`src/rtl/cpu_pkg.sv`:
```
// cpu_pkg: shared constants and the fetch queue entry type for the fetch front end.
package cpu_pkg;
  localparam int          INSTR_BYTES        = 4;
  localparam logic [31:0] RESET_PC_DEFAULT   = 32'd100;
  localparam int          IMEM_BYTES_DEFAULT = 16384;
  typedef struct packed {
    logic [31:0] pc;
    logic [31:0] instr;
  } fetch_entry_t;
endpackage

```
`src/rtl/fetch_queue.sv`:
```
// fetch_queue: synchronous FIFO of fetched entries with a single-cycle flush.
module fetch_queue
  import cpu_pkg::*;
#(
  parameter int DEPTH = 2
) (
  input  logic                     clk,
  input  logic                     rst_n,
  input  logic                     push,
  input  logic                     pop,
  input  logic                     flush,
  input  fetch_entry_t             din,
  output fetch_entry_t             dout,
  output logic                     empty,
  output logic                     full,
  output logic [$clog2(DEPTH):0]   count
);
  localparam int AW = $clog2(DEPTH);
  fetch_entry_t   mem [DEPTH];
  logic [AW-1:0]  wr_ptr, rd_ptr;
  assign dout  = mem[rd_ptr];
  assign empty = count == '0;
  assign full  = count == (AW+1)'(DEPTH);
  // Storage is cleared on reset so the head reads as zero until the first push.
  always_ff @(posedge clk or negedge rst_n) begin
    if (!rst_n) begin
      wr_ptr <= '0;
      rd_ptr <= '0;
      count  <= '0;
      for (int i = 0; i < DEPTH; i++) mem[i] <= '0;
    end else if (flush) begin
      wr_ptr <= '0;
      rd_ptr <= '0;
      count  <= '0;
    end else begin
      if (push) begin
        mem[wr_ptr] <= din;
        wr_ptr      <= wr_ptr + 1'b1;
      end
      if (pop) rd_ptr <= rd_ptr + 1'b1;
      count <= count + {{AW{1'b0}}, push} - {{AW{1'b0}}, pop};
    end
  end
endmodule

```
`src/rtl/instr_fetch_ctrl.sv`:
```
// instr_fetch_ctrl: PC sequencer feeding a fetch queue, with redirect flush and sticky PC fault.
module instr_fetch_ctrl
  import cpu_pkg::*;
#(
  parameter logic [31:0] RESET_PC   = RESET_PC_DEFAULT,
  parameter int          IMEM_BYTES = IMEM_BYTES_DEFAULT,
  parameter int          QDEPTH     = 2
) (
  input  logic        clk,
  input  logic        rst_n,
  output logic [31:0] imem_addr,
  input  logic [31:0] imem_instr,
  input  logic        halt,
  input  logic        redirect_valid,
  input  logic [31:0] redirect_pc,
  output logic        out_valid,
  output logic [31:0] out_instr,
  output logic [31:0] out_pc,
  input  logic        out_ready,
  output logic        fault
);
  localparam int CW = $clog2(QDEPTH) + 1;
  logic [31:0]   pc_q;
  logic          legal, push, pop, empty, full;
  logic [CW-1:0] count;
  fetch_entry_t  head;
  // 33-bit compare so a PC near 2^32 cannot wrap into the legal range.
  assign legal     = pc_q[1:0] == 2'b00 && ({1'b0, pc_q} + 33'd3 < 33'(IMEM_BYTES));
  assign pop       = out_ready && !empty;
  assign push      = !redirect_valid && !fault && !halt && legal && (!full || pop);
  assign out_valid = count != '0;
  assign out_pc    = head.pc;
  assign out_instr = head.instr;
  assign imem_addr = pc_q;
  always_ff @(posedge clk or negedge rst_n) begin
    if (!rst_n) begin
      pc_q  <= RESET_PC;
      fault <= 1'b0;
    end else if (redirect_valid) begin
      pc_q  <= redirect_pc;
      fault <= 1'b0;
    end else begin
      if (!halt && !legal) fault <= 1'b1;
      if (push) pc_q <= pc_q + 32'(INSTR_BYTES);
    end
  end
  fetch_queue #(.DEPTH(QDEPTH)) u_queue (
    .clk   (clk),
    .rst_n (rst_n),
    .push  (push),
    .pop   (pop),
    .flush (redirect_valid),
    .din   ('{pc: pc_q, instr: imem_instr}),
    .dout  (head),
    .empty (empty),
    .full  (full),
    .count (count)
  );
endmodule

```
`config.mk`:
```
export PLATFORM = sky130hd
export DESIGN_NAME = instr_fetch_ctrl
export DESIGN_NICKNAME = d
export VERILOG_FILES = /design/src/rtl/cpu_pkg.sv /design/src/rtl/fetch_queue.sv /design/src/rtl/instr_fetch_ctrl.sv
export SDC_FILE = /design/constraint.sdc
export NUM_CORES = 1
export LEC_CHECK = 0
export CAP_MARGIN = 20
export CORE_MARGIN = 5
export CORE_UTILIZATION = 30
export DETAILED_ROUTE_END_ITERATION = 8
export GPL_TIMING_DRIVEN = 0
export MAX_ROUTING_LAYER = met4
export PLACE_DENSITY = 0.63
export SLEW_MARGIN = 30
export SYNTH_ARGS = -nofsm -noshare
export SYNTH_HDL_FRONTEND = slang
export SYNTH_SLANG_ARGS = --single-unit
```
`constraint.sdc`:
```
create_clock -name clk -period 4.1 [get_ports clk]
set_clock_uncertainty 0.2 [all_clocks]
set_input_delay 0.82 -clock clk [delete_from_list [all_inputs] [get_ports clk]]
set_output_delay 0.82 -clock clk [all_outputs]
set_load 0.1 [all_outputs]
```
Yosys cells after proc, flatten, opt, wreduce, memory -nomap -nowiden
Index checks and enable logic that the tools add are counted.
W data, S select, Z words.
{"block": "totals", "ff_bits": 165, "output_inout_bits": 98, "elab_cells": 60}
{"block": "classes", "add_sub_neg": 6, "order_cmp": 4, "eq_ne": 1, "n_mux": 15, "bitwise_logic": 3, "reduce_logical": 22}
{"operator": "$mux W64", "count": 4}
{"operator": "$bwmux W128", "count": 1}
{"operator": "$demux W64 S1", "count": 1}
{"operator": "$mux W32", "count": 2}
{"operator": "$add A32 B2 Y33 const B", "count": 1}
{"operator": "$lt A33 B15 Y1 const B", "count": 1}
{"operator": "$add A32 B3 Y32 const B", "count": 1}
{"operator": "$logic_and A1 B1 Y1", "count": 8}
{"operator": "$reduce_bool A2 Y1", "count": 4}
{"operator": "$logic_not A1 Y1", "count": 6}
{"operator": "$mux W1", "count": 6}
{"operator": "$ge A2 B2 Y1 const B", "count": 2}
{"operator": "$logic_not A2 Y1", "count": 2}
{"operator": "$not A1 Y2", "count": 2}
{"operator": "$add A1 B1 Y1 const B", "count": 2}
{"operator": "$add A2 B1 Y2", "count": 1}
{"operator": "$eq A2 B2 Y1 const B", "count": 1}
{"operator": "$lt A2 B1 Y1 const B", "count": 1}
{"operator": "$mux W2", "count": 1}
{"operator": "$reduce_and A2 Y1", "count": 1}
{"operator": "$sub A2 B1 Y2", "count": 1}
{"operator": "$logic_or A1 B1 Y1", "count": 1}
{"operator": "$not A1 Y1", "count": 1}

Logic depth before layout (Yosys ltp)
Gate-level depths: netlist (run 1).
{"block": "depth", "ltp_word": 8, "mapped_depth": 11, "mapped_depth_nobuf": 10}

Modules after synthesis
Synthesis (run 1) repeated with hierarchy kept, for this count alone.
{"block": "hier_totals", "cells_unflattened": 559, "hier_area_um2": 8013.9}
{"mod": "fetch_queue", "instances": 1, "cells_per_inst": 360, "area_per_inst_um2": 6058.3, "seq_area_each_um2": 3303.2}
{"mod": "instr_fetch_ctrl", "instances": 1, "cells_per_inst": 199, "area_per_inst_um2": 1955.6, "seq_area_each_um2": 829.5}

Worst setup path before layout (run 1)
No wires, ideal clock.
{"block": "synth_path", "kind": "register -> register", "startpoint": "register pc_q[3] (netlist: imem_addr[3])", "endpoint": "register u_queue.mem[99] (netlist bit)", "arrival_time_ns": 3.472, "path_slack_ns": 0.302, "path_stages_with_launch": 12, "path_cell_list": "dfrtp_1 > ha_1 > and4_1 > nand2_1 > o41ai_1 > nor4b_2 > and4_1 > buf_4 > and3_4 > buf_6 > buf_6 > mux2_4"}
{"block": "synth_between", "elab_chain_len": 6, "word_cells_on_any_way": 7, "cone_classes": "1 x add/sub; 1 x order compare; 1 x mux; 4 x reduce/logical"}
{"element": "from (decl)", "line_no": "instr_fetch_ctrl.sv:23", "text": "logic [31:0] pc_q;"}
{"element": "from (signal assigned)", "line_no": "instr_fetch_ctrl.sv:40", "text": "pc_q <= redirect_pc;"}
{"element": "from (signal assigned)", "line_no": "instr_fetch_ctrl.sv:44", "text": "if (push) pc_q <= pc_q + 32'(INSTR_BYTES);"}
{"element": "$add A32 B2 Y33", "line_no": "instr_fetch_ctrl.sv:28", "text": "assign legal = pc_q[1:0] == 2'b00 && ({1'b0, pc_q} + 33'd3 < 33'(IMEM_BYTES));"}
{"element": "$lt A33 B15 Y1", "line_no": "instr_fetch_ctrl.sv:28"}
{"element": "$logic_and A1 B1 Y1", "line_no": "instr_fetch_ctrl.sv:28"}
{"element": "$logic_and A1 B1 Y1 (2 in a row)", "line_no": "instr_fetch_ctrl.sv:30", "text": "assign push = !redirect_valid && !fault && !halt && legal && (!full || pop);"}
{"element": "$reduce_and A2 Y1 (no line)"}
{"element": "to (signal, indexed assignment)", "line_no": "fetch_queue.sv:37", "text": "mem[wr_ptr] <= din;"}
{"element": "to (decl)", "line_no": "fetch_queue.sv:19", "text": "fetch_entry_t mem [DEPTH];"}
Parallel ways exist; a longest one is shown, timed or not.
A chain may end at the register's enable or synchronous reset.

Final worst setup path (run 1)
{"block": "layout_path", "startpoint": "register u_queue.rd_ptr", "endpoint": "output out_instr[30]"}
{"block": "layout_between", "elab_chain_len": 4}
{"element": "from (decl)", "line_no": "fetch_queue.sv:20", "text": "logic [AW-1:0] wr_ptr, rd_ptr;"}
{"element": "from (signal assigned)", "line_no": "fetch_queue.sv:40", "text": "if (pop) rd_ptr <= rd_ptr + 1'b1;"}
{"element": "$not A1 Y2 (implied by the code)", "line_no": "fetch_queue.sv:21", "text": "assign dout = mem[rd_ptr];"}
{"element": "$mux W64 (implied by the code) (3 in a row)", "line_no": "fetch_queue.sv:21"}
{"element": "to (decl)", "line_no": "instr_fetch_ctrl.sv:17", "text": "output logic [31:0] out_instr,"}
Every way passes these cells. The select of a mux whose other input is x is not followed.

==> out/metrics.sh, run 1 <==
OUTCOME='complete, no violations'
ASYNC_RESET_FF_SHARE_PCT=100
CRIT_CHAIN='clkbuf_2 > clkbuf_1 > mux2_2 > dlygate4sd2_1'
ROWS=59
YOSYSTOPAREACELLSHARE_PCT=51.8
CP_SLOWEST_CELL='sky130_fd_sc_hd__dlygate4sd2_1'
FINALSETUPTNS_PS=0
AVG_SYNTHESIZED_CELL_AREA_UM2=13.1
FINALWORSTPATHREQUIREDPERIOD_PS=3800
DIE_AREA_UM2=29400
GRT_PASS1_VIAS=5613
SYNTH_CELLS=598
DIE_HEIGHT_UM=172
CTS.CLK_SLEW.WORST_PATHS_PS=70
COREAREA_UM2=25900
VDD.IR_DROP.WORST_mV=0.238
CTS_MADE_BUFFERS=17
POWER_PER_CELL_AREA_nW_PER_UM2=390
INSERTION_DELAY_PS=420
GRT_ANTENNA_BEFORE_REPAIR=0
CTS_TREE='done'
POST_ROUTE_CLOCK_PERIOD_UTILIZATION_PCT=92.6
WORST_PATH_MAXIMUM_FANOUT=10
TIMING.FINAL.MAX_SLEW_VIOLATIONS=0
NETLIST_AREA_UM2=7830
SYNTH-SEQ-AREA-SHARE_PCT=52.8
DRC_VIOLATIONS_LEFT=0
GRT_MAX_DEGREE=79
CRITICAL-PATH-MAX-STAGE-DELAY_PS=890
PLACEMENT.IO_BUFFERS=166
FLOORPLAN.INITIALDENSITY_PCT=30.2
CLOCK_TREE.HTREE_LEVEL_COUNT=4
VIA_PER_INST=4.81
NETS=857
R2R_SETUP_SLACK_PS=310
SYNTH-EDFF-COUNT=0
FIN_TOTAL_PWR_mW=4.11
TIMING.MAX_SLEW.REL_SLACK_PCT=31.6
SYNTH_AREA_LEADER_CELL='sky130_fd_sc_hd__dfrtp_1'
REPORT.FINAL.HOLD_VIOL_COUNT=0
POST-ROUTE-UTIL_PCT=40.6
TRACK_USAGE_PCT=14.2
SYNTH.NET_COUNT=670
SETUP_SLACK_PS=302
CRIT-REG2REG-LAUNCH='imem_addr[2]'
GRT_FIRST_PASS_WIRELENGTH_UM=31900
RSZ0062_AT_GRT='false'
TIMING.HOLD.WORST.CLASS='in2async'
NUMBER_OF_ANTENNA_VIOLATING_NETS_IN_THE_ROUTED_DESIGN=0
TIMING.CRITICAL_PATH.TO_TYPE='output port'
CLOCK.FMAX_GHz=0.263
SYN_TO_FINAL_GROWTH_PCT=34.4
STATIC_LEAKAGE_nW=4.99
POST_DP_CELL_AREA_UM2=9950
CLOCK_TREE.BUFFER_DEPTH=2
CHIPWIDTH_UM=172
CLOCK_SINK_COUNT=165
TIMING_WORST_SLEW_PIN_VALUE_PS=1020
CP_DATA_REQUIRED_TIME_PS=3080
DETAILEDROUTE.FIRSTITERATIONVIOLATIONS=259
SYNTHESIS.YOSYS.WARNINGS=0
SYNTH.TOP_CELLS.BY_COUNT='sky130_fd_sc_hd__dfrtp_1 (162), sky130_fd_sc_hd__mux2_2 (89), sky130_fd_sc_hd__mux2_1 (40), sky130_fd_sc_hd__mux2_4 (40)'
DRT-WIRELENGTH-PER-CELL_UM=17.9
ROUTABILITYCONGESTION=0.834
PIN_COUNT=167
POST_ROUTE_CELLS_DRIVE_ABOVE_1_SHARE_PCT=26.2
PRE_CTS_SLACK_PS=80.8
HPWL_AFTER_DETAILED_PLACEMENT_UM=14400
ROUTED_VIAS=5455
DIODES=0
YOSYSMOSTFREQUENTCELL='sky130_fd_sc_hd__dfrtp_1'
CRITICALPATHCATEGORY='reg2out'
LAYOUT.CELL_AREA.NON_FILLER_UM2=10500
SYNTH.TOP_CELLS.BY_AREA='sky130_fd_sc_hd__dfrtp_1 (52%), sky130_fd_sc_hd__mux2_2 (13%), sky130_fd_sc_hd__mux2_4 (7.7%), sky130_fd_sc_hd__mux2_1 (5.8%), sky130_fd_sc_hd__nor2b_1 (1.8%)'
CRIT_ARRIVAL_PS=2780
FLOPS_LATCHES_SYNTH=165
MAXCAPVIOLCOUNT=0
WL_UM=20300
CRITPATHLAUNCHTYPE='flip-flop'
CTS.ROOT.BUFFER_CELL='sky130_fd_sc_hd__clkbuf_16'
FINAL-SETUP-VIOL-COUNT=0
YOSYS_MOST_USED_DFF='sky130_fd_sc_hd__dfrtp_1'
WORST_REG2REG_PATH_DEPTH=10
R2R_END='u_queue.mem[0]'
CTSHOLDBUFFERS=0
GRT_OVERFLOW=0
DETAIL_ROUTE.FIRST_PASS.ITERATIONS=4
YS_TYPES=56
==> registers in the layout, summed over array words and instances, names as in the netlist <==
name	flops
fault	1
imem_addr	32
u_queue.count	2
u_queue.mem	128
u_queue.rd_ptr	1
u_queue.wr_ptr	1
==> cell type report <==
cell class                      count  area, um2
Tap cell                          335        419
Inverter                           10       37.5
Sequential cell                   165       4130
Clock buffer                       17        425
Timing Repair Buffer              168       1650
Fill cell                        2479      15400
Multi-Input combinational cell    389       3470
Clock inverter                     15        194
Buffer                             34        196
==> per-stage QoR <==
step	instances	hold slack, ps
global placement	1099	265
global route	1133	43.1
detailed placement	1101	266
floorplan	598	247
finish	1133	50.1
CTS	1133	37.5
==> cells by family after synthesis <==
family | count (synthesis) | synth area share [%]
AOI/OAI and AO/OA | 50 | 4.47
xor gates and xnor gates | 5 | 0.559
adders and majority gates | 3 | 0.479
buffers and inverters | 44 | 2.97
DFF | 165 | 52.8
muxes | 169 | 26.2
and+or+nand+nor | 162 | 12.5
==> repair_timing <==
item	CTS	global route
resized for setup	54	2
endpoints found under the setup margin	45	25
buffers inserted	0	0
==> cell usage in the layout (no fill, tap or decap), types with 7 or more instances in the layout <==
master and n:
sky130_fd_sc_hd__a31oi_1 10, sky130_fd_sc_hd__and2_1 21, sky130_fd_sc_hd__buf_2 16, sky130_fd_sc_hd__clkbuf_1 12, sky130_fd_sc_hd__clkbuf_16 17, sky130_fd_sc_hd__clkdlybuf4s50_1 113, sky130_fd_sc_hd__dfrtp_1 162, sky130_fd_sc_hd__dlygate4sd2_1 39
sky130_fd_sc_hd__inv_1 9, sky130_fd_sc_hd__mux2_1 40, sky130_fd_sc_hd__mux2_2 89, sky130_fd_sc_hd__mux2_4 40, sky130_fd_sc_hd__nand2_1 14, sky130_fd_sc_hd__nand3_1 18, sky130_fd_sc_hd__nand4_1 11, sky130_fd_sc_hd__nor2_1 23
sky130_fd_sc_hd__nor2b_1 23, sky130_fd_sc_hd__o21ai_0 9, sky130_fd_sc_hd__o31ai_1 7, sky130_fd_sc_hd__or4_1 10
==> report_power, final <==
group | total (mW) | switching, mW | internal, mW
Clock | 1.70 | 0.721 | 0.976
Sequential | 1.73 | 0.0598 | 1.67
Combinational | 0.685 | 0.461 | 0.224
Total | 4.11 | 1.24 | 2.87
==> per-layer routing <==
| layer | vias to the layer above | global-route usage (%) | routed length, um |
|---|---|---|---|
| met4 | 0 | 2.79 | 181 |
| met3 | 15 | 4.23 | 1340 |
| li1 | 2554 | - | - |
| met1 | 2726 | 19.4 | 9560 |
| met5 | - | - | 0 |
| met2 | 160 | 21.3 | 9230 |
==> critical path, delay by kind of cell, from the launching register on <==
kind	cells	cell delay, ps
muxes	1	280
DFF	1	340
buffers and inverters	3	1730
==> how the worst max path moves through the flow <==
| stage | start | endpoint | depth (start not counted) | slack, ps |
|---|---|---|---|---|
| 5_1_grt | imem_addr[2] | u_queue.mem[31] | 10 | 80 |
| 3_5_place_dp | u_queue.rd_ptr | out_instr[31] | 4 | 80 |
| 4_1_cts | u_queue.rd_ptr | out_instr[6] | 4 | 30 |
| 6_report | u_queue.rd_ptr | out_instr[30] | 4 | 300 |
| 3_3_place_gp | rst_n | u_queue.mem[124] | 1 | -5100 |
| 2_1_floorplan | imem_addr[3] | u_queue.mem[99] | 11 | 300 |
(Power assumes the default switching activity.)
==> inputs of run 2 (changes only) <==
--- a/config.mk
+++ b/config.mk
@@ -7,11 +7,11 @@
 export LEC_CHECK = 0
 export CAP_MARGIN = 20
 export CORE_MARGIN = 5
-export CORE_UTILIZATION = 30
+export CORE_UTILIZATION = 26
 export DETAILED_ROUTE_END_ITERATION = 8
 export GPL_TIMING_DRIVEN = 0
 export MAX_ROUTING_LAYER = met4
-export PLACE_DENSITY = 0.63
+export PLACE_DENSITY = 0.57
 export SLEW_MARGIN = 30
 export SYNTH_ARGS = -nofsm -noshare
 export SYNTH_HDL_FRONTEND = slang
==> out/metrics.sh, run 2 (same netlist as run 1, synthesis figures left out) <==
OUTCOME='complete, no violations'  # unchanged
FINAL-SETUP-VIOL-COUNT=0  # unchanged
TIMING_WORST_SLEW_PIN_VALUE_PS=1030  # was 1020 ps
TIMING.MAX_SLEW.REL_SLACK_PCT=31.0  # was 31.6%
HPWL_AFTER_DETAILED_PLACEMENT_UM=14800  # was 14,400 um
FINALSETUPTNS_PS=0  # unchanged
COMB_POWER_SHARE_PCT=17.1  # was 16.7%
CRIT_CHAIN='ha_1 > and4_1 > nand2_1 > o41ai_2 > nor4b_2 > and4_1 > buf_4 > nand4_4 > clkbuf_4 > mux2_1'  # was clkbuf_2 > clkbuf_1 > mux2_2 > dlygate4sd2_1
ROWS=63  # was 59
CRITICAL-PATH-MAX-STAGE-DELAY_PS=640  # was 890 ps
MOST_FREQUENT_CELLS_IN_THE_LAYOUT='sky130_fd_sc_hd__dfrtp_1 (162), sky130_fd_sc_hd__clkdlybuf4s50_1 (113), sky130_fd_sc_hd__mux2_2 (89)'  # unchanged
POWER_SWITCHING_SHARE_PCT=30.4  # was 30.2%
POST_ROUTE_CELLS_DRIVE_ABOVE_1_SHARE_PCT=25.0  # was 26.2%
DIE_AREA_UM2=33700  # was 29,400 um2
DIE_HEIGHT_UM=184  # was 172 um
INSERTION_DELAY_PS=430  # was 420 ps
CLOCK_TREE.HTREE_LEVEL_COUNT=4  # unchanged
SYN_TO_FINAL_GROWTH_PCT=34.9  # was 34.4%
WORST_PATH_MAXIMUM_FANOUT=10  # unchanged
CLOCK_TREE.BUFFER_DEPTH=2  # unchanged
POST_ROUTE_CLOCK_PERIOD_UTILIZATION_PCT=95.5  # was 92.6%
P_SEQ_SHARE_PCT=42.8  # was 42.0%
FINALWORSTPATHREQUIREDPERIOD_PS=3920  # was 3800 ps
CRITPATHLAUNCHTYPE='flip-flop'  # unchanged
TIMING.CRITICAL_PATH.TO_TYPE='flip-flop'  # was output port
DP_CELLS=1156  # was 1,101
TIMING.FINAL.MAX_SLEW_VIOLATIONS=0  # unchanged
CTS_MADE_BUFFERS=17  # unchanged
DETAILEDROUTE.FIRSTITERATIONVIOLATIONS=242  # was 259
DETAIL_ROUTE.FIRST_PASS.ITERATIONS=4  # unchanged
POWER.SWITCHING_mW=1.23  # was 1.24 mW
GRT_PASS1_VIAS=5781  # was 5,613
CTS_TREE='done'  # unchanged
VIA_PER_INST=4.58  # was 4.81
MAXCAPVIOLCOUNT=0  # unchanged
ROUTABILITYCONGESTION=0.826  # was 0.834
GRT_MAX_DEGREE=85  # was 79
CRIT_ARRIVAL_PS=4020  # was 2780 ps
P_CLK_SHARE_PCT=40.1  # was 41.3%
GRT_OVERFLOW=0  # unchanged
FLOORPLAN.INITIALDENSITY_PCT=26.4  # was 30.2%
TRACK_USAGE_PCT=13.3  # was 14.2%
TIMING.HOLD.WORST.CLASS='reg2reg'  # was in2async
CRIT-REG2REG-LAUNCH='imem_addr[2]'  # unchanged
PLACEMENT.IO_BUFFERS=166  # unchanged
VDD.IR_DROP.WORST_mV=0.276  # was 0.238 mV
LARGEST-REGISTER='u_queue.mem'  # unchanged
CLOCK_SINK_COUNT=165  # unchanged
WORSTHOLDSTART='u_queue.mem[56]'
FLIP_FLOP_COUNT_OF_THE_LARGEST_REGISTER_AFTER_LAYOUT=128  # unchanged
CP_DATA_REQUIRED_TIME_PS=4210  # was 3080 ps
GRT_ANTENNA_BEFORE_REPAIR=2  # was 0
NUMBER_OF_ANTENNA_VIOLATING_NETS_IN_THE_ROUTED_DESIGN=0  # unchanged
CTS.ROOT.BUFFER_CELL='sky130_fd_sc_hd__clkbuf_16'  # unchanged
CHIPWIDTH_UM=184  # was 172 um
FINISH.CELL_COUNT_WITHOUT_FILLERS=1191  # was 1,133
COREAREA_UM2=29700  # was 25,900 um2
DRT-WIRELENGTH-PER-CELL_UM=17.9  # about the same
WL_UM=21400  # was 20,300 um
LEADING_CELL_TYPE_IN_THE_LAYOUT_FILL_AND_TAPS_EXCLUDED='sky130_fd_sc_hd__dfrtp_1'  # unchanged
WORST_REG2REG_PATH_DEPTH=10  # unchanged
PIN_COUNT=167  # unchanged
ROUTED_VIAS=5453  # was 5,455
CP_SLOWEST_CELL='sky130_fd_sc_hd__dfstp_2'  # was sky130_fd_sc_hd__dlygate4sd2_1
GRT_FIRST_PASS_WIRELENGTH_UM=33900  # was 31,900 um
WHS_ENDPOINT='u_queue.mem[56]'
CLOCK.FMAX_GHz=0.255  # was 0.263 GHz
DRC_VIOLATIONS_LEFT=0  # unchanged
INTPOWER_mW=2.81  # was 2.87 mW
WORST_HOLD_PATH.NUM_CELLS=1
R2R_SETUP_SLACK_PS=180  # was 310 ps
RSZ0062_AT_GRT='false'  # unchanged
NETS=858  # was 857
CRITICALPATHCATEGORY='reg2reg'  # was reg2out
PATH_COMMON_CELL='sky130_fd_sc_hd__and4_1'
R2R_END='u_queue.mem[28]'  # was u_queue.mem[0]
POWER_PER_CELL_AREA_nW_PER_UM2=382  # was 390 nW/um2
STATIC_LEAKAGE_nW=4.99  # about the same
REPORT.FINAL.HOLD_VIOL_COUNT=0  # unchanged
CTS.CLK_SLEW.WORST_PATHS_PS=70  # about the same
-- run 2: cell types whose count changed in the layout (fill, tap and decap cells not counted), moves of 2 or more --
cell                              previous run  this run
sky130_fd_sc_hd__dlygate4sd2_1              39        46
sky130_fd_sc_hd__clkinvlp_4                  5         2
sky130_fd_sc_hd__clkbuf_1                   12        15
sky130_fd_sc_hd__inv_8                       2         0
sky130_fd_sc_hd__clkdlybuf4s15_2             4         0
sky130_fd_sc_hd__clkinv_2                    0         2
sky130_fd_sc_hd__diode_2                     0         2
sky130_fd_sc_hd__clkinv_4                    1         4
sky130_fd_sc_hd__buf_2                      16        13
sky130_fd_sc_hd__inv_6                       4         1
-- run 2: cell type report --
class	instances	area, um2
diodes	2	5.00
plain buffers	34	199
clock buffers	21	450
clock inverters	11	129
fillers	2895	19200
inverters	10	37.5
multi-input cells	389	3470
flip-flops and latches	165	4130
well taps	390	488
repair buffers	169	1650
-- run 2: metal layers --
metal  wire [um]  share of wire (%)  track usage [%]  vias up
met5           0                  0                -        -
met4         308                1.4             3.90        0
met3        1210                5.7             3.64       22
met2        9590                 45             19.7      154
met1       10300                 48             17.8     2712
li1            -                  -                -     2565
-- run 2: how the worst max path moves through the flow --
stage,startpoint,endpoint,slack [ps],cells past startpoint
2_1_floorplan,imem_addr[3],u_queue.mem[99],300,11
4_1_cts,u_queue.rd_ptr,out_instr[31],150,4
5_1_grt,imem_addr[2],u_queue.mem[28],6,10
3_3_place_gp,rst_n,u_queue.mem[57],-5200,1
6_report,imem_addr[2],u_queue.mem[28],180,10
3_5_place_dp,u_queue.rd_ptr,out_instr[31],40,4
-- run 2: critical path: cells and delay by family, from the launching register on --
kind | cells | cell delay (ps)
and+or+nand+nor | 5 | 1320
muxes | 1 | 340
DFF | 1 | 640
buffers and inverters | 2 | 520
AOI/OAI and AO/OA | 1 | 500
adders and majority gates | 1 | 260
-- run 2: metrics by stage --
step | hold WS (ps) | setup slack [ps] | util (%) | total power [mW] | instance area, um2
global route | 286 | 5.65 | 35.5 | 4.22 | 10600
floorplan | 247 | 302 | - | 2.19 | 7830
CTS | 284 | 146 | 35.6 | 4.11 | 10600
detailed placement | 267 | 35.3 | 33.7 | 2.46 | 10000
global placement | 265 | -5200 | 33.6 | 2.45 | 9980
finish | 280 | 183 | 35.5 | 4.04 | 10600
-- run 2: power groups by stage --
stage,sequential [mW],clock (mW),combinational [mW]
floorplan,1.97,0,0.219
global placement,1.76,0,0.691
detailed placement,1.76,0,0.699
CTS,1.73,1.68,0.705
global route,1.74,1.75,0.733
finish,1.73,1.62,0.690
-- run 2: timing repair --
item                                    in CTS  in global routing
endpoints found under the hold margin        3                  0
gates resized for setup                     50                  1
endpoints found under the setup margin      54                  1
hold buffers                                 1                  0
buffers inserted                             0                  0
cloned                                       0                  0
